**config.mk**
```make
export PLATFORM = sky130hd
export DESIGN_NAME = stride_scatter
export DESIGN_NICKNAME = d
export VERILOG_FILES = /design/src/rtl/stride_scatter.sv
export SDC_FILE = /design/constraint.sdc
export NUM_CORES = 1
export LEC_CHECK = 0
export CAP_MARGIN = 20
export CORE_MARGIN = 2
export CORE_UTILIZATION = 43
export CTS_BUF_LIST = sky130_fd_sc_hd__clkbuf_16
export CTS_CLUSTER_DIAMETER = 150
export DETAILED_ROUTE_END_ITERATION = 12
export HOLD_SLACK_MARGIN = 0.02
export PLACE_DENSITY = 0.81
export SYNTH_ARGS = -nofsm -noshare
export SYNTH_HDL_FRONTEND = slang
export SYNTH_SLANG_ARGS = --single-unit
```
**constraint.sdc**
```tcl
create_clock -name clk -period 1.5 [get_ports clk]
set_input_delay 0.225 -clock clk [delete_from_list [all_inputs] [get_ports clk]]
set_output_delay 0.225 -clock clk [all_outputs]
set_load 0.005 [all_outputs]
```
**src/rtl/stride_scatter.sv**
```systemverilog
// Serial-in scatter loader: input bit k lands at out_word[k*STRIDE] and every
// other position is tied to FILL. The full word is offered on a valid/ready output.
module stride_scatter #(
    parameter int unsigned LEN    = 8,
    parameter int unsigned STRIDE = 2,
    parameter logic        FILL   = 1'b0,
    localparam int unsigned N     = LEN / STRIDE,
    localparam int unsigned CW    = ($clog2(N + 1) > 1) ? $clog2(N + 1) : 1
) (
    input  logic           clk,
    input  logic           rst,
    input  logic           clear,
    input  logic           in_valid,
    output logic           in_ready,
    input  logic           in_bit,
    output logic           out_valid,
    input  logic           out_ready,
    output logic [LEN-1:0] out_word,
    output logic [CW-1:0]  bit_count
);

    typedef enum logic {COLLECT, FULL} state_t;

    state_t         state;
    logic [N-1:0]   stride_bits;

    // Collect N bits, hold the word until it is consumed; clear acts like reset.
    always_ff @(posedge clk) begin
        if (rst || clear) begin
            state       <= COLLECT;
            in_ready    <= 1'b1;
            out_valid   <= 1'b0;
            bit_count   <= '0;
            stride_bits <= '0;
        end else begin
            case (state)
                COLLECT: begin
                    if (in_valid) begin
                        for (int k = 0; k < N; k++) begin
                            if (bit_count == CW'(k)) begin
                                stride_bits[k] <= in_bit;
                            end
                        end
                        bit_count <= bit_count + CW'(1);
                        if (bit_count == CW'(N - 1)) begin
                            state     <= FULL;
                            in_ready  <= 1'b0;
                            out_valid <= 1'b1;
                        end
                    end
                end
                FULL: begin
                    if (out_ready) begin
                        state       <= COLLECT;
                        in_ready    <= 1'b1;
                        out_valid   <= 1'b0;
                        bit_count   <= '0;
                        stride_bits <= '0;
                    end
                end
                default: begin
                    state       <= COLLECT;
                    in_ready    <= 1'b1;
                    out_valid   <= 1'b0;
                    bit_count   <= '0;
                    stride_bits <= '0;
                end
            endcase
        end
    end

    // Gap positions are constants, so only the stride positions carry flops.
    for (genvar i = 0; i < LEN; i++) begin : g_word
        if ((i % STRIDE) == 0) begin : g_stride
            assign out_word[i] = stride_bits[i / STRIDE];
        end else begin : g_gap
            assign out_word[i] = FILL;
        end
    end

endmodule

```
==> results of run 1 <==
power groups by stage:
stage	sequential (µW)	combinational [µW]	clock [µW]
finish	274	62.9	455
CTS	274	63.5	460
global placement	279	60.8	0
detailed placement	279	62.6	0
global route	275	69.8	470
floorplan	278	39.2	0
worst reg2reg max path, stage by stage, from the launching register on:
cell and delay [ns]:
dfxtp_1 0.43, ha_1 0.20, ha_1 0.17, nand2_1 0.09, or2_1 0.23, a21oi_1 0.14
stage by stage:
step / hold WS [ns] / total power, µW
2_1_floorplan: 0.3563 / 317.6
3_3_place_gp: 0.4488 / 339.4
3_5_place_dp: 0.4572 / 341.2
4_1_cts: 0.4642 / 797.6
5_1_grt: 0.4792 / 814.6
6_report: 0.4613 / 791.9
cell usage after synthesis (2+ instances only):
| cell | instances |
|---|---|
| buf_4 | 5 |
| o22a_1 | 2 |
| nor2_1 | 4 |
| dfxtp_1 | 10 |
| nand2_1 | 7 |
| nand3b_1 | 3 |
| nand2b_1 | 2 |
| mux2i_1 | 5 |
| a21oi_1 | 6 |
| ha_1 | 5 |
| inv_1 | 3 |
cell type report:
cell class	count	area, µm²
clock buffer	3	75.07
timing repair buffer	18	170.2
multi-input combinational	47	320.3
sequential	10	200.2
inverter	3	11.26
tap	15	18.77
fill	110	473.0
worst max-delay path by stage:
stage / depth (start not counted) / from / to
6_report: 1 / bit_count[0] / bit_count[0]
4_1_cts: 1 / bit_count[0] / bit_count[0]
5_1_grt: 5 / bit_count[0] / bit_count[2]
2_1_floorplan: 5 / bit_count[0] / state
3_5_place_dp: 4 / in_valid / stride_bits[2]
3_3_place_gp: 4 / in_valid / stride_bits[2]
logic make-up (layout without fill, tap and decap cells):
kind of cell / count (synthesis) / in the layout
flip-flops: 10 / 10
other: 1 / 4
multiplexers: 5 / 5
buffers and inverters: 10 / 24
adder cells (fa/ha/maj): 5 / 5
AND/OR/NAND/NOR: 22 / 22
AO/OA/AOI/OAI: 10 / 10
XOR/XNOR: 1 / 1
per-layer routing:
metal / vias up / global-route usage, %
met1: 214 / 20.20
met2: 13 / 28.57
li1: 242 / -
met5: - / 0
met4: 0 / 10.83
met3: 2 / 4.444
flip-flops by register name, summed over array words and instances, names as in the netlist:
| signal | count |
|---|---|
| out_valid | 1 |
| stride_bits | 4 |
| state | 1 |
| bit_count | 3 |
| in_ready | 1 |
==> impl_metrics.env, run 1 <==
export IMPL_post_cts_resized=0
export IMPL_rsz0062_at_grt="no"
export IMPL_final_area_um2=795.8
export IMPL_postSynthAreaPerCell_um2=8.954
export IMPL_comb_power_share_pct=7.9
export IMPL_place_inst=93
export IMPL_wl_met3_um=48
export IMPL_gp_congestion=0.7882
export IMPL_cp_start_kind="register"
export IMPL_post_route_period_util_pct=95.35
export IMPL_yosys_warnings=0
export IMPL_maxCapViolations=0
export IMPL_synth_compound_area_share_pct=10.48
export IMPL_htree_levels=1
export IMPL_dieHeight_um=40.51
export IMPL_critPathKind="reg2out"
export IMPL_synth_xor_area_share_pct=1.528
export IMPL_drive_gt1_share_pct=11.11
export IMPL_cp_slowest_cell="clkdlybuf4s50_1"
export IMPL_path_max_fanout=6
export IMPL_postCtsSetupBuffers=0
export IMPL_critPathBufInv=1
export IMPL_synthAdderAreaFrac_pct=10.92
export IMPL_path_delay_family="buffers and inverters"
export IMPL_drt_pass1_iter_count=2
export IMPL_grt_pass1_wl_um=1883
export IMPL_path_cells="clkdlybuf4s50_1"
export IMPL_async_flop_share_pct=0
export IMPL_synth_mux_area_fraction_pct=8.734
export IMPL_hold_violations=0
export IMPL_synth_area_um2=573.1
export IMPL_wl_um=1151
export IMPL_grt_usage_pct=17.54
export IMPL_clock_fmax_mhz=699.2
export IMPL_ys_top_cells_by_area="dfxtp_1 35%, ha_1 11%, mux2i_1 8.7%"
export IMPL_clkPwrFrac_pct=57.4
export IMPL_critPathMaxStageDelay_ns=0.54
export IMPL_drcViolationCount=0
export IMPL_placed_area_um2=720.7
export IMPL_cts_tree="done"
export IMPL_drt_initial_drc_count=4
export IMPL_p_per_area_mw_per_mm2=995.2
export IMPL_outcome="complete, no violations"
export IMPL_syn_inst=64
export IMPL_required_ns=1.27
export IMPL_switching_share_pct=17.72
export IMPL_clk_pin_slew_ns=0.04
export IMPL_grt_start_max_net_pins=10
export IMPL_layoutNonFillerInstCount=96
export IMPL_peakVddDrop_v=0.0006090
export IMPL_p_int_uw=651.6
export IMPL_vias=471
export IMPL_utilization_pct=62.72
export IMPL_setup_violations=0
export IMPL_synth_seq_area_share_pct=34.93
export IMPL_grt_overflow_total=0
export IMPL_grt_pass1_vias=453
export IMPL_tns_ns=0
export IMPL_detail_route_wl_per_cell_um=11.99
export IMPL_rrSetupSlack_ns=0.17
export IMPL_clkLatencyLatePin_ns=0.23
export IMPL_nNetsFinal=94
export IMPL_hp_start="stride_bits[1]"
export IMPL_post_place_ws_ns=0.08451
export IMPL_layout_common_cells="14 x clkdlybuf4s50_1, 10 x dfxtp_1, 7 x nand2_1, 6 x a21oi_1"
export IMPL_antenna_found_initial=0
export IMPL_std_cell_rows=13
export IMPL_leakage_uw=0.0003141
export IMPL_synth_edf_count=0
export IMPL_timing_rr_start="bit_count[0]"
export IMPL_numCtsBuffers=3
export IMPL_wl_met1_um=519
export IMPL_route_met2_wl_um=578
export IMPL_yosys_register_bits=10
export IMPL_setup_slack_ns=0.06971
export IMPL_vias_per_cell=4.906
export IMPL_final_antenna_net_count=0
export IMPL_chipWidth_um=40.51
export IMPL_period_minus_slack_ns=1.430
export IMPL_worst_hold_path_endpoint="stride_bits[1]"
export IMPL_endpoint_kind="output port"
export IMPL_seqPwrFrac_pct=34.6
export IMPL_die_area_mm2=0.001641
export IMPL_ctsHoldBuffers=0
export IMPL_final_common_cell="clkdlybuf4s50_1"
export IMPL_synth_top_area_share_pct=34.93
export IMPL_cp_arrival_ns=1.21
export IMPL_holdCritPathClass="reg2reg"
export IMPL_root_buffer="clkbuf_16"
export IMPL_r2r_end="state"
export IMPL_synth_top_family_by_area="simple AND/OR/NAND/NOR gates"
export IMPL_synthToLayoutAreaGrowth_pct=38.86
export IMPL_core_area_mm2=0.001269
export IMPL_fin_skew_ns=0.0005524
export IMPL_clk_path_buf_depth=2
export IMPL_hold_path_cell_count=2
export IMPL_routed_top_layer="met4"
export IMPL_synth_cell_types=23
export IMPL_yosys_area_top_type="dfxtp_1"
export IMPL_dp_hpwl_um=850.2
export IMPL_port_buffers=14
export IMPL_insertedDiodeCount=0
export IMPL_synth_flop_cell="dfxtp_1"
export IMPL_worst_r2r_cell_count=5
export IMPL_ios=19
export IMPL_initial_core_util_pct=45.17
export IMPL_power_switching_uw=140.3
export IMPL_yosys_area_share_simple_pct=21.62
export IMPL_cts_sinks=10
export IMPL_slew_violations=0
Power figures use the tool's default switching activity.
==> run 2: changes to the inputs <==
- SLEW_MARGIN: unset -> 30
==> results of run 2 <==
Final layout, timing and power as in run 1 (identical DEF).
